`config.mk`:
```
export PLATFORM = sky130hd
export DESIGN_NAME = versatile_fifo_sync_fwft_ctrl
export DESIGN_NICKNAME = d
export VERILOG_FILES = /design/src/rtl/versatile_fifo_sync_fwft_ctrl_pkg.sv /design/src/rtl/versatile_fifo_sync_fwft_ctrl_ptr_cnt.sv /design/src/rtl/versatile_fifo_sync_fwft_ctrl.sv
export SDC_FILE = /design/constraint.sdc
export NUM_CORES = 1
export LEC_CHECK = 0
export BUFFER_PORTS_ARGS = -buffer_cell sky130_fd_sc_hd__buf_2
export CORE_MARGIN = 4
export CORE_UTILIZATION = 49
export CTS_CLUSTER_DIAMETER = 200
export DETAILED_ROUTE_END_ITERATION = 10
export PLACE_DENSITY_LB_ADDON = 0.08
export SLEW_MARGIN = 20
export SYNTH_ARGS = -nofsm -noshare
export SYNTH_HDL_FRONTEND = slang
export SYNTH_HIERARCHICAL = 1
export SYNTH_SLANG_ARGS = --single-unit
```
`constraint.sdc`:
```
create_clock -name clk -period 3.1 [get_ports clk]
set_input_delay 0.31 -clock clk [delete_from_list [all_inputs] [get_ports clk]]
set_output_delay 0.31 -clock clk [all_outputs]
set_load 0.01 [all_outputs]
```
`src/rtl/versatile_fifo_sync_fwft_ctrl_pkg.sv`:
```
// Shared constants and the pointer-width helper for the FWFT FIFO controller.
// Pointers carry one extra bit so a full FIFO and an empty FIFO have different encodings.
package versatile_fifo_sync_fwft_ctrl_pkg;

  localparam int DEFAULT_DATA_WIDTH = 8;
  localparam int DEFAULT_ADDR_WIDTH = 11;

  function automatic int ptrWidth(input int addrWidth);
    return addrWidth + 1;
  endfunction

endpackage

```
`src/rtl/versatile_fifo_sync_fwft_ctrl_ptr_cnt.sv`:
```
// Wrapping pointer counter with enable and synchronous reset.
// It is used for both the write pointer and the read pointer.
module versatile_fifo_ptr_cnt #(
  parameter int WIDTH = 12
) (
  input  logic             clk,
  input  logic             rst,
  input  logic             en_i,
  output logic [WIDTH-1:0] value_o
);

  logic [WIDTH-1:0] value_q;
  logic [WIDTH-1:0] value_d;

  always_comb begin
    value_d = en_i ? value_q + WIDTH'(1) : value_q;
  end

  always_ff @(posedge clk) begin
    if (rst) begin
      value_q <= '0;
    end else begin
      value_q <= value_d;
    end
  end

  assign value_o = value_q;

endmodule

```
`src/rtl/versatile_fifo_sync_fwft_ctrl.sv`:
```
// First-word-fall-through FIFO controller driving an external RAM that has one cycle of read latency.
// Full and almost_full use the live write pointer. Empty and count use the write pointer delayed by one cycle, which covers the RAM latency.
module versatile_fifo_sync_fwft_ctrl
  import versatile_fifo_sync_fwft_ctrl_pkg::*;
#(
  parameter int DATA_WIDTH  = DEFAULT_DATA_WIDTH,
  parameter int ADDR_WIDTH  = DEFAULT_ADDR_WIDTH,
  parameter int AFULL_LEVEL = 2**ADDR_WIDTH - 2
) (
  input  logic                  clk,
  input  logic                  rst,
  input  logic                  wr_en,
  input  logic [DATA_WIDTH-1:0] wr_data,
  output logic                  full,
  output logic                  almost_full,
  input  logic                  rd_en,
  output logic [DATA_WIDTH-1:0] rd_data,
  output logic                  empty,
  output logic [ADDR_WIDTH:0]   count,
  output logic                  overflow,
  output logic                  underflow,
  output logic [ADDR_WIDTH-1:0] ram_adr_a,
  output logic                  ram_we_a,
  output logic [DATA_WIDTH-1:0] ram_d_a,
  output logic [ADDR_WIDTH-1:0] ram_adr_b,
  input  logic [DATA_WIDTH-1:0] ram_q_b
);

  localparam int PW = ptrWidth(ADDR_WIDTH);
  localparam logic [PW-1:0] DEPTH = PW'(1) << ADDR_WIDTH;

  logic [PW-1:0]         wptr;
  logic [PW-1:0]         rptr;
  logic [PW-1:0]         wptrLag_q;
  logic [PW-1:0]         wrLevel;
  logic [ADDR_WIDTH-1:0] rdAdrNext;
  logic                  wrFire;
  logic                  rdFire;
  logic                  overflow_q;
  logic                  underflow_q;

  assign wrLevel     = wptr - rptr;
  assign full        = (wrLevel == DEPTH);
  assign almost_full = (wrLevel >= PW'(AFULL_LEVEL));
  assign empty       = (rptr == wptrLag_q);
  assign count       = wptrLag_q - rptr;

  // Reset wins over both request inputs, so nothing reaches the RAM while it is asserted.
  assign wrFire = wr_en & ~full & ~rst;
  assign rdFire = rd_en & ~empty & ~rst;

  assign ram_we_a  = wrFire;
  assign ram_adr_a = wptr[ADDR_WIDTH-1:0];
  assign ram_d_a   = wr_data;

  // Look one entry ahead on a read so that the RAM output register holds the new head after the edge.
  assign rdAdrNext = rptr[ADDR_WIDTH-1:0] + ADDR_WIDTH'(1);
  assign ram_adr_b = rdFire ? rdAdrNext : rptr[ADDR_WIDTH-1:0];
  assign rd_data   = ram_q_b;

  versatile_fifo_ptr_cnt #(.WIDTH(PW)) wptrCnt (
    .clk    (clk),
    .rst    (rst),
    .en_i   (wrFire),
    .value_o(wptr)
  );

  versatile_fifo_ptr_cnt #(.WIDTH(PW)) rptrCnt (
    .clk    (clk),
    .rst    (rst),
    .en_i   (rdFire),
    .value_o(rptr)
  );

  always_ff @(posedge clk) begin
    if (rst) begin
      wptrLag_q   <= '0;
      overflow_q  <= 1'b0;
      underflow_q <= 1'b0;
    end else begin
      wptrLag_q   <= wptr;
      overflow_q  <= wr_en & full;
      underflow_q <= rd_en & empty;
    end
  end

  assign overflow  = overflow_q;
  assign underflow = underflow_q;

endmodule

```
==> metrics.md <==
| Metric | Value |
|---|---|
| Sequential share of power | `roughly two fifths` |
| Die area | `~0.0077 mm^2` |
| DR vias | `roughly 3,000` |
| Max-cap violations | `0` |
| Vias in the first global route | `2,819` |
| Clock Sink Count | `38` |
| CP max FO | `7` |
| Initial DRC Count | `roughly 160` |
| Gr usage total | `roughly 23%` |
| Final antenna-violating net count | `0` |
| Worst clock skew | `between 0.009 and 0.01 ns` |
| Worst Path Arrival | `about 3.3 ns` |
| Routed vias/inst | `~5.6` |
| Fmax | `324.8 MHz` |
| Clk pwr share | `between 40% and 50%` |
| Syn Area/Cell | `8.166 um^2` |
| Critical path type | `reg -> reg` |
| CP endpoint kind | `flip-flop` |
| Drt total wl | `roughly 8600 um` |
| Syn Inst Count | `between 300 and 400` |
| Area growth from synthesis to layout | `31.13%` |
| WL per Instance | `roughly 16 um` |
| Ys Warns | `6` |
| Status | `finished clean` |
| # rows | `28` |
| Die X-Extent | `87.58 um` |
| Fin. Hold Viols | `0` |
| Design internal power | `slightly above 0.9 mW` |
| Predominant post-synthesis flop cell | `dfxtp_1` |
| Wl on met1 | `~4000 um` |
| PD cells | `304.6 mW/mm^2` |
| Clk slew on worst S/H paths | `~0.080 ns` |
| Hold_buf cts | `0` |
| Synth cell types | `61` |
| Total Power | `~1.2 mW` |
| Number of fill cells | `a little over 500` |
| Grt ovf | `0` |
| Switching share of power | `approximately a quarter` |
| Largest net degree at the start of global routing | `40` |
| XOR/XNOR share of the synthesized area | `9.315%` |
| Mux contribution to synthesized area | `under 10%` |
| Share of cells above drive strength 1 | `36.23%` |
| Max Buffers Root-to-Sink | `2` |
| Post-synth ARST share | `0%` |
| Worst min path class | `in -> reg` |
| CP startpoint kind | `flip-flop` |
| Largest family of logic cells by synthesized area | `simple AND/OR/NAND/NOR gates` |
| Setup repair after global routing missed its margin | `yes` |
| Die Ht | `around 88 um` |
| Total placed instance area | `around 0.0036 mm^2` |
| Min Tclk post-route | `roughly 3 ns` |
| Starting Density | `roughly half` |
| Ant diodes | `0` |
| Tcrit/Tclk final | `99.32%` |
| Slew margin rel. | `between 60 and 70%` |
| Synth Area in Adders | `11.37%` |
| FF+latch count, synth | `38` |
| H-tree level count | `2` |
| Clock Latency Late Sink | `roughly 0.3 ns` |
| Initial antenna violation count | `0` |
| Sw Pwr | `0.3113 mW` |
| Slew of the pin with the lowest slew margin | `between 0.5 and 0.6 ns` |
| Met2 WL | `4099 um` |
| Worst EP required | `roughly 3.3 ns` |
| Post-route cell area | `0.004069 mm^2` |
| HP Start | `rst` |
| Pre-antenna DRT Iters | `4` |
| Metal3 WL | `around 440 um` |
| # DRC | `0` |
| Post-synth top cells | `dfxtp_1 (38), nor2_1 (36), inv_1 (29)` |
| EDFF count, synth | `0` |
| Post-synthesis compound-gate area fraction | `between 10% and 20%` |
| Highest routed metal layer | `met4` |
| Reg2Reg Launch Point | `rptrCnt/value_o[8]` |
| First-pass GRT wire length | `13,940 um` |
| Port bufs | `43` |
| Leakage | `roughly 1.8 nW` |
| Max IR drop VDD | `between 0.15 and 0.2 mV` |
| Fin nets | `~500` |
| CTS Buf Count | `5` |
| Post-route setup TNS | `0 ns` |
| Post-Synth Simple-Gate Area | `between 20% and 30%` |
| Post-synth top area share | `24.52%` |
| Synth area leader | `dfxtp_1` |
| Synth top area cells | `dfxtp_1 (25%), ha_1 (10%), xnor2_1 (6.8%)` |
| Count leader, synth | `dfxtp_1` |
| Setup Viol. Count Final | `0` |
| Core area | `approximately 0.006 mm^2` |
| Root buffer cell | `clkbuf_8` |
| Routability Congestion | `just under 0.9` |
| Pins Over Slew Limit | `0` |
| Mapped cell area | `0.003103 mm^2` |
| Syn_nets | `427` |
| CTS tree | `done` |
| Part of the Yosys area used for sequential elements | `about 25%` |
| DP Wirelength | `about 6500 um` |
| Boundary Pins | `76` |
| Combinational power share | `18.6%` |
| Critical Path Start | `rptrCnt/value_o[8]` |
critical path, stage by stage (launching register included):
cell and delay [ns]:
dfxtp_1 0.31, inv_1 0.08, ha_2 0.31, a21o_1 0.17, a21oi_1 0.23, nor2_1 0.08
a2111oi_0 0.37, o211ai_1 0.24, a31oi_4 0.26, buf_4 0.17, nand4_4 0.11, or4_1 0.51
a21oi_1 0.16
routing by layer:
metal	track usage, %	vias to the layer above
met2	37.74	95
met4	6.695	0
met1	30.74	1398
li1	-	1500
met5	0	-
met3	4.516	13
power by group through the flow:
stage / Sequential (mW) / Combinational, mW / Clock (mW)
global route: 0.497 / 0.251 / 0.543
detailed placement: 0.508 / 0.179 / 0
finish: 0.496 / 0.230 / 0.513
CTS: 0.497 / 0.207 / 0.521
floorplan: 0.512 / 0.138 / 0
global placement: 0.507 / 0.177 / 0
cell type report:
| class | instances | area, um^2 | share of cell area, % |
|---|---|---|---|
| multi-input cells | 294 | 2359 | 57.96 |
| clock inverters | 3 | 68.82 | 1.691 |
| well taps | 75 | 93.84 | 2.306 |
| inverters | 29 | 108.9 | 2.675 |
| flip-flops and latches | 38 | 767.0 | 18.85 |
| clock buffers | 5 | 68.82 | 1.691 |
| repair buffers | 92 | 603.1 | 14.82 |
flip-flops by register name (all words and copies together) (netlist names):
register         flops
overflow             1
wptrLag_q           12
rptrCnt/value_o     12
wptrCnt/value_o     12
underflow            1
cell usage in the layout (no fill, tap or decap), types with 4 or more instances in the layout:
cell,instances
inv_1,26
or4_1,5
buf_6,4
buf_4,47
o21ai_0,11
o211ai_1,5
xor2_1,8
nor3_2,4
a21oi_1,17
a21o_1,7
or3_1,6
nand4_1,7
ha_1,19
clkbuf_8,5
nor2b_1,19
nor2_1,35
nor3_1,5
xnor2_1,21
buf_2,41
nand2_1,24
nand3_1,10
nor4_1,4
dfxtp_1,33
o31ai_1,8
dfxtp_2,5
cell families (layout without fill, tap and decap cells):
group                      after synthesis  count (layout)
AOI/OAI and AO/OA                       77              77
buffers and inverters                   48             129
muxes                                    7               7
and+or+nand+nor                        150             150
xor gates and xnor gates                33              33
adders and majority gates               27              27
DFF                                     38              38
worst paths after layout:
| check | to | slack (ns) | depth (start not counted) |
|---|---|---|---|
| worst max register to register | wptrCnt/value_o[10] | 0.02 | 12 |
| worst min register to register | rptrCnt/value_o[7] | 0.49 | 2 |
| worst min-delay path | rptrCnt/value_o[2] | 0.30 | 2 |
| worst max-delay path | wptrCnt/value_o[10] | 0.02 | 12 |
through the flow:
stage               setup WS (ns)  cells  util, %  hold slack (ns)
detailed placement        0.02480    512    59.07           0.4737
finish                    0.02105    536    67.52           0.3027
floorplan                 0.01206    380        -           0.3816
global route              -0.1413    536    67.52           0.3030
global placement          0.08432    512    59.07           0.4496
CTS                       -0.1049    523    63.27           0.2994
timing repair:
item,in CTS,in global routing
resized for setup,17,36
pin swaps,8,19
buffers inserted,3,14
endpoints found under the setup margin,4,19
No activity file was read; power rests on OpenSTA's default activity.
